### src/rtl/interpolation_ram_ctrl.sv
// rtl/interpolation_ram_ctrl.sv - ping-pong bank sequencer feeding (x[k-1], x[k]) pairs to an interpolator
// Writer fills one RAM bank while the reader drains the other through a 2-entry pair FIFO.
module interpolation_ram_ctrl #(
  parameter int ADDR_WIDTH = 10,
  parameter int DATA_WIDTH = 32,
  parameter int FRAME_LEN  = 512
) (
  input  logic                  clk,
  input  logic                  rst,
  input  logic [DATA_WIDTH-1:0] s_data,
  input  logic                  s_valid,
  output logic                  s_ready,
  output logic                  ram_wr_en,
  output logic [ADDR_WIDTH-1:0] ram_wr_addr,
  output logic [DATA_WIDTH-1:0] ram_wr_data,
  output logic [ADDR_WIDTH-1:0] ram_rd_addr,
  input  logic [DATA_WIDTH-1:0] ram_rd_data,
  output logic [DATA_WIDTH-1:0] m_prev,
  output logic [DATA_WIDTH-1:0] m_cur,
  output logic                  m_last,
  output logic                  m_valid,
  input  logic                  m_ready,
  output logic [1:0]            bank_full,
  output logic                  frame_done
);

  localparam int IW = ADDR_WIDTH - 1;
  localparam logic [IW-1:0] LAST_IDX = IW'(FRAME_LEN - 1);

  logic                  r_wr_bank;
  logic [IW-1:0]         r_wr_cnt;
  logic                  r_rd_bank;
  logic [IW-1:0]         r_rd_cnt;
  logic [1:0]            r_bank_full;
  logic                  r_inflight;
  logic [IW-1:0]         r_rd_idx;
  logic [DATA_WIDTH-1:0] r_prev;
  logic [DATA_WIDTH-1:0] r_fifo_prev [2];
  logic [DATA_WIDTH-1:0] r_fifo_cur  [2];
  logic [1:0]            r_fifo_last;
  logic                  r_head;
  logic [1:0]            r_count;

  logic       w_accept;
  logic       w_wr_last;
  logic       w_pop;
  logic [2:0] w_occupancy;
  logic       w_issue;
  logic       w_rd_last;
  logic       w_push;
  logic       w_tail;
  logic [1:0] w_full_next;

  assign s_ready     = !rst && !r_bank_full[r_wr_bank];
  assign w_accept    = s_valid && s_ready;
  assign w_wr_last   = w_accept && (r_wr_cnt == LAST_IDX);
  assign ram_wr_en   = w_accept;
  assign ram_wr_addr = {r_wr_bank, r_wr_cnt};
  assign ram_wr_data = s_data;

  // Occupancy counts the read already in flight so the FIFO can never overflow.
  assign w_pop       = m_valid && m_ready;
  assign w_occupancy = {1'b0, r_count} - {2'b00, w_pop} + {2'b00, r_inflight};
  assign w_issue     = r_bank_full[r_rd_bank] && (w_occupancy < 3'd2);
  assign w_rd_last   = w_issue && (r_rd_cnt == LAST_IDX);
  assign ram_rd_addr = {r_rd_bank, r_rd_cnt};

  assign w_push      = r_inflight && (r_rd_idx != '0);
  assign w_tail      = r_head ^ r_count[0];

  assign m_valid    = (r_count != 2'd0);
  assign m_prev     = r_fifo_prev[r_head];
  assign m_cur      = r_fifo_cur[r_head];
  assign m_last     = r_fifo_last[r_head];
  assign frame_done = w_pop && m_last;
  assign bank_full  = r_bank_full;

  // Set and clear always land on different banks, so both are applied.
  always_comb begin
    w_full_next = r_bank_full;
    if (w_wr_last) w_full_next[r_wr_bank] = 1'b1;
    if (w_rd_last) w_full_next[r_rd_bank] = 1'b0;
  end

  always_ff @(posedge clk) begin
    if (rst) begin
      r_wr_bank      <= 1'b0;
      r_wr_cnt       <= '0;
      r_rd_bank      <= 1'b0;
      r_rd_cnt       <= '0;
      r_bank_full    <= 2'b00;
      r_inflight     <= 1'b0;
      r_rd_idx       <= '0;
      r_prev         <= '0;
      r_fifo_prev[0] <= '0;
      r_fifo_prev[1] <= '0;
      r_fifo_cur[0]  <= '0;
      r_fifo_cur[1]  <= '0;
      r_fifo_last    <= 2'b00;
      r_head         <= 1'b0;
      r_count        <= 2'd0;
    end else begin
      if (w_accept) begin
        if (w_wr_last) begin
          r_wr_cnt  <= '0;
          r_wr_bank <= ~r_wr_bank;
        end else begin
          r_wr_cnt <= r_wr_cnt + 1'b1;
        end
      end
      r_bank_full <= w_full_next;
      r_inflight  <= w_issue;
      if (w_issue) begin
        r_rd_idx <= r_rd_cnt;
        if (w_rd_last) begin
          r_rd_cnt  <= '0;
          r_rd_bank <= ~r_rd_bank;
        end else begin
          r_rd_cnt <= r_rd_cnt + 1'b1;
        end
      end
      // Index 0 only primes prev, which keeps pairs from spanning frames.
      if (r_inflight) r_prev <= ram_rd_data;
      if (w_push) begin
        r_fifo_prev[w_tail] <= r_prev;
        r_fifo_cur[w_tail]  <= ram_rd_data;
        r_fifo_last[w_tail] <= (r_rd_idx == LAST_IDX);
      end
      if (w_pop) r_head <= ~r_head;
      r_count <= r_count + {1'b0, w_push} - {1'b0, w_pop};
    end
  end

endmodule

### config.mk
export PLATFORM = sky130hd
export DESIGN_NAME = interpolation_ram_ctrl
export DESIGN_NICKNAME = d
export VERILOG_FILES = /design/src/rtl/interpolation_ram_ctrl.sv
export SDC_FILE = /design/constraint.sdc
export NUM_CORES = 1
export LEC_CHECK = 0
export ABC_AREA = 1
export BUFFER_PORTS_ARGS = -buffer_cell sky130_fd_sc_hd__buf_2
export CAP_MARGIN = 20
export CORE_MARGIN = 2
export CORE_UTILIZATION = 30
export DETAILED_ROUTE_END_ITERATION = 12
export PLACE_DENSITY = 0.45
export SYNTH_ARGS = -nofsm -noshare
export SYNTH_HDL_FRONTEND = slang
export SYNTH_SLANG_ARGS = --single-unit
### constraint.sdc
create_clock -name clk -period 8.2 [get_ports clk]
set_clock_uncertainty 0.15 [all_clocks]
set_input_delay 0.82 -clock clk [delete_from_list [all_inputs] [get_ports clk]]
set_output_delay 0.82 -clock clk [all_outputs]
set_load 0.005 [all_outputs]
==> impl_results.md, run 1 <==
- CP arrival: 3790 ps
- Std-Cell Rows: 62
- Hold buffers post-CTS: 0
- Setup slack, reg-to-reg: 4590 ps
- Post-Synth Adder-Cell Area: 1.246%
- PortBufs: 126
- Clk buf depth: 2
- Post-CTS sizing: 0
- Die area: 0.03015 mm^2
- Largest net degree at the start of global routing: 68
- Worst-Skew Late Latency: 430 ps
- Switching part of the total: 23.69%
- Routability cong.: 0.7520
- Worst endpoint required time: 8380 ps
- Final setup fails: 0
- Post-CTS Setup Bufs: 0
- Levels on crit path: 14
- Logic pwr share: 10.1%
- Final TNS setup: 0 ps
- Synth Cell Area: 0.008635 mm^2
- Layout fillers: 3,001
- Critical path buffers and inverters: 3
- Synth unique cells: 28
- Critical Path Sink: bank_full[1]
- CP Class: flip-flop to flip-flop
- Total GRT Usage: 13.17%
- CP max stage delay: 710 ps
- CTS tree: yes
- Antenna Diode Count: 0
- Hold WC Path Type: flip-flop to flip-flop
- Crit. Startpoint: r_count[1]
- Synth Area in Compound Gates: 5.970%
- DP HPWL: 11,590 um
- Worst r2r dst: bank_full[1]
- First DRT Iteration DRCs: 288
- Largest delay share family, worst path: simple AND/OR/NAND/NOR gates
- Register bit total from synthesis: 198
- Starting Density: 30.25%
- RR Startpoint: r_count[1]
- Final nets: 975
- Overflow after GRT: 0
- Vias/cell: 4.380
- Crit-path max FO: 25
- Largest family of logic cells by synthesized area: simple AND/OR/NAND/NOR gates
- Number of global-route vias before repair: 5,697
- HP Start: r_fifo_last[0]
- Leakage power: 3.944 nW
- Num CTS Buffers: 17
- Maxcap violations: 0
- Cells after synthesis: 818
- Syn avg cell area: 10.56 um^2
- Worst vdd ir: 98.11 uV
- Cell seen most often among critical-path stages: nand2_1
- YS warnings: 0
- Initial antenna violation count: 0
- Worst path slowest cell: nor2_2
- Routed Antenna Nets: 0
- DR vias: 5,677
- Hold Vio Cnt, Final: 0
- Final wirelength: 19,440 um
- CTS HTree Levels: 4
- Internal power: 0.001604 W
- Mux contribution to synthesized area: 8.347%
- Status: finished, final reports clean
- Register area share after synthesis: 60.74%
- PD cells: 213.6 mW/mm^2
- Pins over their slew limit: 0
- Core ar.: 0.02855 mm^2
- Worst-path clk slew: 70 ps
- CP Cell Sequence: inv_1, nand2_1, nand2_1, inv_1, ha_1, or2_2, fa_1, nand3_1, nor2_2, nand2_1, nand2_1, nand2_1, nand2_1, inv_1
- Period minus WS final: 3613 ps
- Clock share of power: 38.0%
- Net Sw Power: 0.0004980 W
- Synth Area in XOR/XNOR: 0.4057%
- Io pins: 191
- Clock root cell: clkbuf_16
- Synthesized Nets: 894
- Global-route wire length before repair: 31,040 um
- Rel. slew slack: 35.01%
- Slew @ Worst Pin: 974.8 ps
- Fin area: 0.009841 mm^2
- RSZ-0062 raised after global routing: no
- FMAX: 276.8 MHz
- Setup crit start kind: flip-flop
- Die H: 173.7 um
- Die W: 173.7 um
- Seq pwr share: 52.0%
- Simple-Gate Fraction of Synth Area: 13.19%
- Area Overhead vs Synth: 13.97%
- Share of cells above drive strength 1: 26.10%
- Drt pass-1 iters: 4
- Period utilisation layout: 44.06%
- Setup crit end kind: flip-flop
- TritonCTS Sinks: 198
- Area post-placement: 0.009293 mm^2
- Drt drc: 0
- Routed length per instance: 15.00 um
- R2R depth: 14
- Core Util, Final: 34.47%
==> layer usage <==
layer	GRT usage [%]	vias to the layer above	routed length, um
li1	-	2834	-
met1	17.50	2711	9316
met2	21.53	115	9051
met3	3.070	17	840
met4	3.746	0	233
met5	0	-	0
==> per-stage QoR <==
stage               std cells  setup WS [ps]  power, W  hold slack (ps)
floorplan                 818           5089  0.001256            293.3
global placement         1264           4246  0.001333            311.7
detailed placement       1264           4230  0.001332            312.9
CTS                      1296           4567  0.002137            326.7
global route             1296           4246  0.002189            358.9
finish                   1296           4587  0.002102            322.3
==> cell usage in the layout, fill, tap and decap left out, types with 2 or more instances in the layout <==
| cell | n |
|---|---|
| nor2_1 | 166 |
| edfxtp_1 | 128 |
| buf_2 | 126 |
| inv_1 | 96 |
| dfxtp_1 | 68 |
| mux2_2 | 64 |
| nand2_1 | 61 |
| a21oi_1 | 57 |
| o21ai_0 | 46 |
| nand3_1 | 21 |
| clkbuf_16 | 17 |
| ha_1 | 7 |
| nand4_1 | 6 |
| buf_4 | 6 |
| nand3b_1 | 4 |
| clkinv_1 | 4 |
| nand2_2 | 3 |
| nor3_1 | 3 |
| xnor2_1 | 3 |
| or2_2 | 3 |
| clkinv_2 | 3 |
| nor2_4 | 2 |
| nand3_2 | 2 |
| dfxtp_2 | 2 |
| inv_6 | 2 |
==> worst min-delay path by stage <==
stage                     end  slack [ps]  depth (start not counted)
6_report       r_fifo_last[0]         320                          2
3_3_place_gp   r_fifo_last[1]         310                          2
3_5_place_dp   r_fifo_last[0]         310                          2
5_1_grt        r_fifo_last[0]         360                          2
2_1_floorplan  r_fifo_last[1]         290                          2
4_1_cts        r_fifo_last[0]         330                          2
==> synthesized netlist by cell type (all sizes together) <==
library cell,instances,share of area [%]
a21oi,57,3.3
buf,57,5.3
clkbuf,13,0.57
dfxtp,70,16
edfxtp,128,45
fa,1,0.23
ha,7,1.0
inv,97,4.2
mux2,64,8.3
nand2,65,2.9
nand3,23,1.4
nand3b,4,0.35
nand4,6,0.43
nor2,169,7.5
nor3,3,0.17
o21ai,46,2.7
or2,4,0.29
xnor2,3,0.30
xor2,1,0.10
==> state kept, by name, indices dropped and copies added, names as in the netlist, named ones only <==
signal	cells
r_prev	32
r_wr_bank	1
r_inflight	1
r_rd_cnt	9
r_wr_cnt	9
bank_full	2
r_rd_idx	9
r_count	2
r_rd_bank	1
r_fifo_prev	64
r_fifo_cur	64
r_fifo_last	2
r_head	1
==> area by class of cell <==
class                   instances  area [um^2]  area share [%]
repair buffers                132        675.6           6.866
well taps                     384        480.5           4.882
multi-input cells             453         2522           25.63
inverters                      97        366.6           3.725
clock inverters                13        105.1           1.068
clock buffers                  19        442.9           4.501
flip-flops and latches        198         5248           53.32
==> power by group through the flow <==
stage,Combinational (W),Sequential [W],Clock (W)
detailed placement,0.000217,0.00112,0
global route,0.000235,0.00110,0.000858
CTS,0.000219,0.00109,0.000826
global placement,0.000218,0.00111,0
finish,0.000212,0.00109,0.000798
floorplan,0.000142,0.00111,0
==> logic make-up (layout without fill, tap and decap cells) <==
logic type,Yosys count,in the layout
simple gates,274,274
buf+inv,167,261
compound gates,103,103
fa+ha+maj,8,8
flops,198,198
xor+xnor,4,4
mux,64,64
==> worst register-to-register path: cells and delay by family (launching register included) <==
family        cells  cell delay (ps)
simple gates      9             1980
fa+ha+maj         2              740
flops             1              430
buf+inv           3              230
(Power assumes the default switching activity.)
==> run 2: changes to the inputs <==
--- a/config.mk
+++ b/config.mk
@@ -11,7 +11,7 @@
 export CORE_MARGIN = 2
 export CORE_UTILIZATION = 30
 export DETAILED_ROUTE_END_ITERATION = 12
-export PLACE_DENSITY = 0.45
+export PLACE_DENSITY = 0.47
 export SYNTH_ARGS = -nofsm -noshare
 export SYNTH_HDL_FRONTEND = slang
 export SYNTH_SLANG_ARGS = --single-unit
==> constraint.sdc (replaced) <==
create_clock -name clk -period 3.3 [get_ports clk]
set_clock_uncertainty 0.15 [all_clocks]
set_input_delay 0.33 -clock clk [delete_from_list [all_inputs] [get_ports clk]]
set_output_delay 0.33 -clock clk [all_outputs]
set_load 0.005 [all_outputs]
==> impl_results.md, run 2 (synthesized netlist as in run 1, its figures left out) <==
- Status: finished, final reports clean
- Layout fillers: 2,954 (-1.6%)
- Io pins: 191 (unchanged)
- Clk buf depth: 2 (unchanged)
- Seq pwr share: 49.0% (-3.0 points)
- Final nets: 977 (+0.21%)
- Logic pwr share: 9.6% (-0.5 points)
- Hold depth: 3 (+1)
- Clock share of power: 41.4% (+3.4 points)
- Final TNS setup: 0 ps (unchanged)
- Leakage power: 4.022 nW (+2.0%)
- Share of cells above drive strength 1: 26.37% (+0.27 points)
- Core ar.: 0.02855 mm^2 (unchanged)
- Commonest non-fill, non-tap cells in the layout: 166 x nor2_1, 128 x edfxtp_1, 126 x buf_2, 96 x inv_1, 68 x dfxtp_1
- HP Start: ram_rd_data[31]
- CTS tree: yes
- Die H: 173.7 um (unchanged)
- Antenna Diode Count: 0 (unchanged)
- Internal power: 0.004290 W (+170%)
- Maxcap violations: 0 (unchanged)
- Global-route wire length before repair: 30,980 um (-0.20%)
- Final worst slack: 486.0 ps (-4101 ps)
- Setup crit start kind: flip-flop
- Hold buffers post-CTS: 0 (unchanged)
- R2R depth: 11 (-3)
- Overflow after GRT: 0 (unchanged)
- Drt pass-1 iters: 4 (unchanged)
- Slew @ Worst Pin: 644.2 ps (-330.6 ps)
- Final setup fails: 0 (unchanged)
- Final wirelength: 19,480 um (+0.17%)
- Clock root cell: clkbuf_16
- First DRT Iteration DRCs: 290 (+0.69%)
- Hold WS: 46.02 ps (-276.3 ps)
- Routability cong.: 0.7337 (-2.4%)
- FMAX: 355.4 MHz (+28%)
- CP Class: flip-flop to flip-flop
- Initial antenna violation count: 0 (unchanged)
- Die area: 0.03015 mm^2 (unchanged)
- Std-Cell Rows: 62 (unchanged)
- Net Sw Power: 0.001247 W (+150%)
- Hold Vio Cnt, Final: 0 (unchanged)
- Largest net degree at the start of global routing: 67 (-1.5%)
- Worst endpoint required time: 3470 ps (-4910 ps)
- Routed Antenna Nets: 0 (unchanged)
- RSZ-0062 raised after global routing: no
- Worst-Skew Late Latency: 430 ps (about the same)
- Number of global-route vias before repair: 5,662 (-0.61%)
- Total GRT Usage: 13.17% (about the same)
- Pins over their slew limit: 0 (unchanged)
- Num CTS Buffers: 17 (unchanged)
- Biggest regs: r_fifo_cur: 64 flops, r_fifo_prev: 64 flops, r_prev: 32 flops
- Worst r2r dst: r_rd_idx[1]
- PD cells: 553.3 mW/mm^2 (+160%)
- Rel. slew slack: 57.05% (+22 points)
- Period utilisation layout: 85.27% (+41 points)
- Area Overhead vs Synth: 15.91%
- DR vias: 5,691 (+0.25%)
- Hold WC Path Type: primary input to flip-flop
- Pre-CTS setup slack: 469.6 ps (-3760 ps)
- CP arrival: 2980 ps (-810 ps)
- TritonCTS Sinks: 198 (unchanged)
- Worst hold endpoint: r_prev[31]
- Vias/cell: 4.384 (about the same)
- Die W: 173.7 um (unchanged)
- CTS HTree Levels: 4 (unchanged)
- RR Startpoint: r_count[1]
- Commonest non-fill, non-tap cell in the layout: nor2_1
- Core Util, Final: 35.06% (+0.59 points)
- Post-CTS Setup Bufs: 0 (unchanged)
- Period minus WS final: 2814 ps (-798.6 ps)
- Setup slack, reg-to-reg: 490 ps (-4100 ps)
- Worst-path clk slew: 70 ps (about the same)
- Worst vdd ir: 236.0 uV (+140%)
- Crit-path max FO: 12 (-52%)
- Switching part of the total: 22.52% (-1.2 points)
- Post-CTS sizing: 0 (unchanged)
- Starting Density: 30.25% (unchanged)
- Setup crit end kind: flip-flop
- DP HPWL: 11,520 um (-0.63%)
- Drt drc: 0 (unchanged)
- Pwr Total: 0.005537 W (+160%)
- Routed length per instance: 15.00 um (about the same)
- PortBufs: 126 (unchanged)
-- run 2: worst max path at each step --
stage,start,endpoint,slack (ps),depth (start not counted)
6_report,r_count[1],r_rd_idx[1],490,11
5_1_grt,r_count[1],r_rd_idx[8],200,11
4_1_cts,r_count[1],r_rd_idx[2],460,11
3_5_place_dp,r_count[1],r_rd_idx[2],470,11
3_3_place_gp,r_count[1],r_rd_idx[2],540,11
2_1_floorplan,r_head,r_fifo_cur[1][0],580,4
-- run 2: power by group through the flow --
stage / sequential (W) / combinational, W / clock [W]
6_report: 0.00271 / 0.000531 / 0.00229
5_1_grt: 0.00272 / 0.000591 / 0.00246
3_3_place_gp: 0.00277 / 0.000551 / 0
2_1_floorplan: 0.00277 / 0.000352 / 0
4_1_cts: 0.00271 / 0.000553 / 0.00236
3_5_place_dp: 0.00277 / 0.000549 / 0
-- run 2: per-layer routing --
metal	track usage, %	part of all wire [%]	vias to the layer above
met2	21.45	47	116
met1	17.31	48	2724
met3	3.553	4.1	12
met5	0	0	-
li1	-	-	2839
met4	3.641	0.91	0
-- run 2: per-stage QoR --
stage          instances  cell area, um^2
4_1_cts             1298            10010
2_1_floorplan        818             8635
6_report            1298            10010
3_5_place_dp        1266             9370
3_3_place_gp        1266             9370
5_1_grt             1298            10010
-- run 2: final cells by class --
| type | instances | area, um^2 | share of cell area, % |
|---|---|---|---|
| Sequential cell | 198 | 5248 | 52.43 |
| Clock inverter | 11 | 197.7 | 1.975 |
| Inverter | 97 | 366.6 | 3.663 |
| Multi-Input combinational cell | 453 | 2522 | 25.20 |
| Tap cell | 384 | 480.5 | 4.801 |
| Timing Repair Buffer | 134 | 753.2 | 7.526 |
| Clock buffer | 21 | 440.4 | 4.401 |
-- run 2: critical path, cell delays in order (launching register included) --
cell and delay [ps]:
dfxtp_1 430, inv_1 90, nand2_1 80, nand2_1 100, inv_1 100, ha_1 220
or2_2 300, fa_1 420, xnor2_1 150, nand3_1 350, nor2_1 240, nor2_1 60
==> run 3: changes to the inputs <==
--- a/config.mk
+++ b/config.mk
@@ -11,7 +11,7 @@
 export CORE_MARGIN = 2
 export CORE_UTILIZATION = 30
 export DETAILED_ROUTE_END_ITERATION = 12
-export PLACE_DENSITY = 0.47
+export PLACE_DENSITY = 0.45
 export SYNTH_ARGS = -nofsm -noshare
 export SYNTH_HDL_FRONTEND = slang
 export SYNTH_SLANG_ARGS = --single-unit
==> constraint.sdc (replaced) <==
create_clock -name clk -period 2.68 [get_ports clk]
set_clock_uncertainty 0.15 [all_clocks]
set_input_delay 0.268 -clock clk [delete_from_list [all_inputs] [get_ports clk]]
set_output_delay 0.268 -clock clk [all_outputs]
set_load 0.005 [all_outputs]
==> impl_results.md, run 3 (synthesized netlist as in run 1, its figures left out) <==
- Status: finished, final reports clean
- Overflow after GRT: 0 (unchanged)
- Top Metal Used: met4
- Leakage power: 4.166 nW (+3.6%)
- Metal2 WL: 9479 um (+3.8%)
- RSZ-0062 raised after global routing: no
- Final setup fails: 0 (unchanged)
- Largest net degree at the start of global routing: 67 (unchanged)
- Seq pwr share: 50.1% (+1.1 points)
- Final nets: 1,005 (+2.9%)
- Maxcap violations: 0 (unchanged)
- CP arrival: 2720 ps (-260 ps)
- Worst-path clk slew: 80 ps (about the same)
- CTS HTree Levels: 4 (unchanged)
- Core ar.: 0.02855 mm^2 (unchanged)
- Die area: 0.03015 mm^2 (unchanged)
- Setup slack, reg-to-reg: 130 ps (-360 ps)
- CP Class: flip-flop to flip-flop
- Drt pass-1 iters: 4 (unchanged)
- Die W: 173.7 um (unchanged)
- Worst-Skew Late Latency: 420 ps (about the same)
- Area Overhead vs Synth: 19.65%
- Multi-input logic area: 0.002580 mm^2 (+2.3%)
- FMAX: 392.2 MHz (+10%)
- Logic pwr share: 11.0% (+1.4 points)
- Initial antenna violation count: 0 (unchanged)
- Share of cells above drive strength 1: 28.13% (+1.8 points)
- Routed Antenna Nets: 0 (unchanged)
- Num CTS Buffers: 17 (unchanged)
- PD cells: 645.6 mW/mm^2 (+17%)
- DR vias: 5,779 (+1.5%)
- Internal power: 0.005057 W (+18%)
- Slew @ Worst Pin: 689.5 ps (+45.32 ps)
- CTS tree: yes
- Worst vdd ir: 370.6 uV (+57%)
- PortBufs: 126 (unchanged)
- Drt drc: 0 (unchanged)
- Io pins: 191 (unchanged)
- Worst endpoint required time: 2850 ps (-620 ps)
- Global-route wire length before repair: 32,090 um (+3.6%)
- Final wirelength: 19,910 um (+2.2%)
- TritonCTS Sinks: 198 (unchanged)
- FF/Latch Area: 0.005249 mm^2 (about the same)
- Starting Density: 30.25% (unchanged)
- Pins over their slew limit: 0 (unchanged)
- Total GRT Usage: 13.65% (+0.48 points)
- Vias/cell: 4.358 (-0.60%)
- Rel. slew slack: 54.03% (-3.0 points)
- Met3 wire len: 669 um (-17%)
- Routed length per instance: 15.02 um (about the same)
- Hold WC Path Type: primary input to flip-flop
- Die H: 173.7 um (unchanged)
- Std-Cell Rows: 62 (unchanged)
- Number of global-route vias before repair: 5,917 (+4.5%)
- DP HPWL: 11,760 um (+2.1%)
- Period minus WS final: 2550 ps (-264.2 ps)
- Antenna Diode Count: 0 (unchanged)
- Layout fillers: 2,939 (-0.51%)
- Period utilisation layout: 95.14% (+9.9 points)
- Final TNS setup: 0 ps (unchanged)
- Hold Vio Cnt, Final: 0 (unchanged)
- Metal-1 WL: 9566 um (+2.2%)
- Net Sw Power: 0.001613 W (+29%)
- Hold WS: 13.47 ps (-32.55 ps)
- Switching part of the total: 24.18% (+1.7 points)
- Commonest non-fill, non-tap cells in the layout: 166 x nor2_1, 128 x edfxtp_1, 127 x buf_2, 93 x inv_1, 67 x dfxtp_1
- Routability cong.: 0.7289 (-0.65%)
- Clk buf depth: 2 (unchanged)
- Biggest regs: r_fifo_cur: 64 flops, r_fifo_prev: 64 flops, r_prev: 32 flops
- Setup crit end kind: flip-flop
- Clock share of power: 39.0% (-2.4 points)
- Crit-path max FO: 7 (-5)
- Setup crit start kind: flip-flop
- Commonest non-fill, non-tap cell in the layout: nor2_1
- Clock root cell: clkbuf_16
- First DRT Iteration DRCs: 309 (+6.6%)
==> run 3: cell types whose count changed in the layout (fill, tap and decap cells not counted), sizes merged <==
cell         delta
buf             +9
dlygate4sd3    +18
bufinv          -4
inv             +5
==> run 3: path summary, 6_finish.rpt <==
kind | to | cells past startpoint | start
setup / recovery | r_rd_cnt[5] | 13 | r_count[0]
hold / removal | r_prev[12] | 3 | ram_rd_data[12]
setup reg to reg | r_rd_cnt[5] | 13 | r_count[0]
hold reg to reg | r_fifo_last[0] | 2 | r_fifo_last[0]
==> run 3: stage by stage <==
stage	total power [W]	cell area [um^2]	util (%)	cells	setup slack, ps
final	0.006670	10330	36.19	1326	130.2
after global routing	0.006960	10330	36.19	1326	2.569
after CTS	0.006750	10230	35.85	1323	15.06
after detailed placement	0.004108	9458	33.13	1273	31.56
after global placement	0.004109	9458	33.13	1273	69.62
after floorplan	0.003839	8640	-	818	6.885
==> run 3: per-layer routing <==
| metal | track usage (%) | vias up |
|---|---|---|
| met3 | 3.180 | 16 |
| met5 | 0 | - |
| met2 | 22.42 | 110 |
| met4 | 3.396 | 0 |
| met1 | 18.25 | 2758 |
| li1 | - | 2895 |
==> run 3: timing repair <==
item	in CTS	in global routing
hold buffers	18	0
resized for setup	0	17
endpoints found under the setup margin	0	21
hold endpoints to repair	18	0
buffers inserted	0	1
==> run 3: cell type report <==
class                      count  area share [%]
clock inverter                12           1.235
timing repair buffer         162           10.26
multi-input combinational    453           24.97
inverter                      97           3.548
tap                          384           4.651
sequential                   198           50.81
clock buffer                  20           4.529
==> run 3: critical path, cell delays in order, from the launching register on <==
cell       delay, ps
dfxtp_2          360
inv_2             50
nand2_2           60
nand2_2           60
inv_2             70
ha_4             190
or2_4            230
fa_1             580
nand3_2           90
nor2_4           250
clkbuf_16        200
nand2_1           50
nand2_1           50
a21oi_1           60
==> run 3: power groups by stage <==
stage,clock network [W],logic [W],registers [W]
floorplan,0,0.000434,0.00341
global placement,0,0.000702,0.00341
detailed placement,0,0.000700,0.00341
CTS,0.00269,0.000724,0.00334
global route,0.00280,0.000809,0.00335
finish,0.00260,0.000731,0.00334
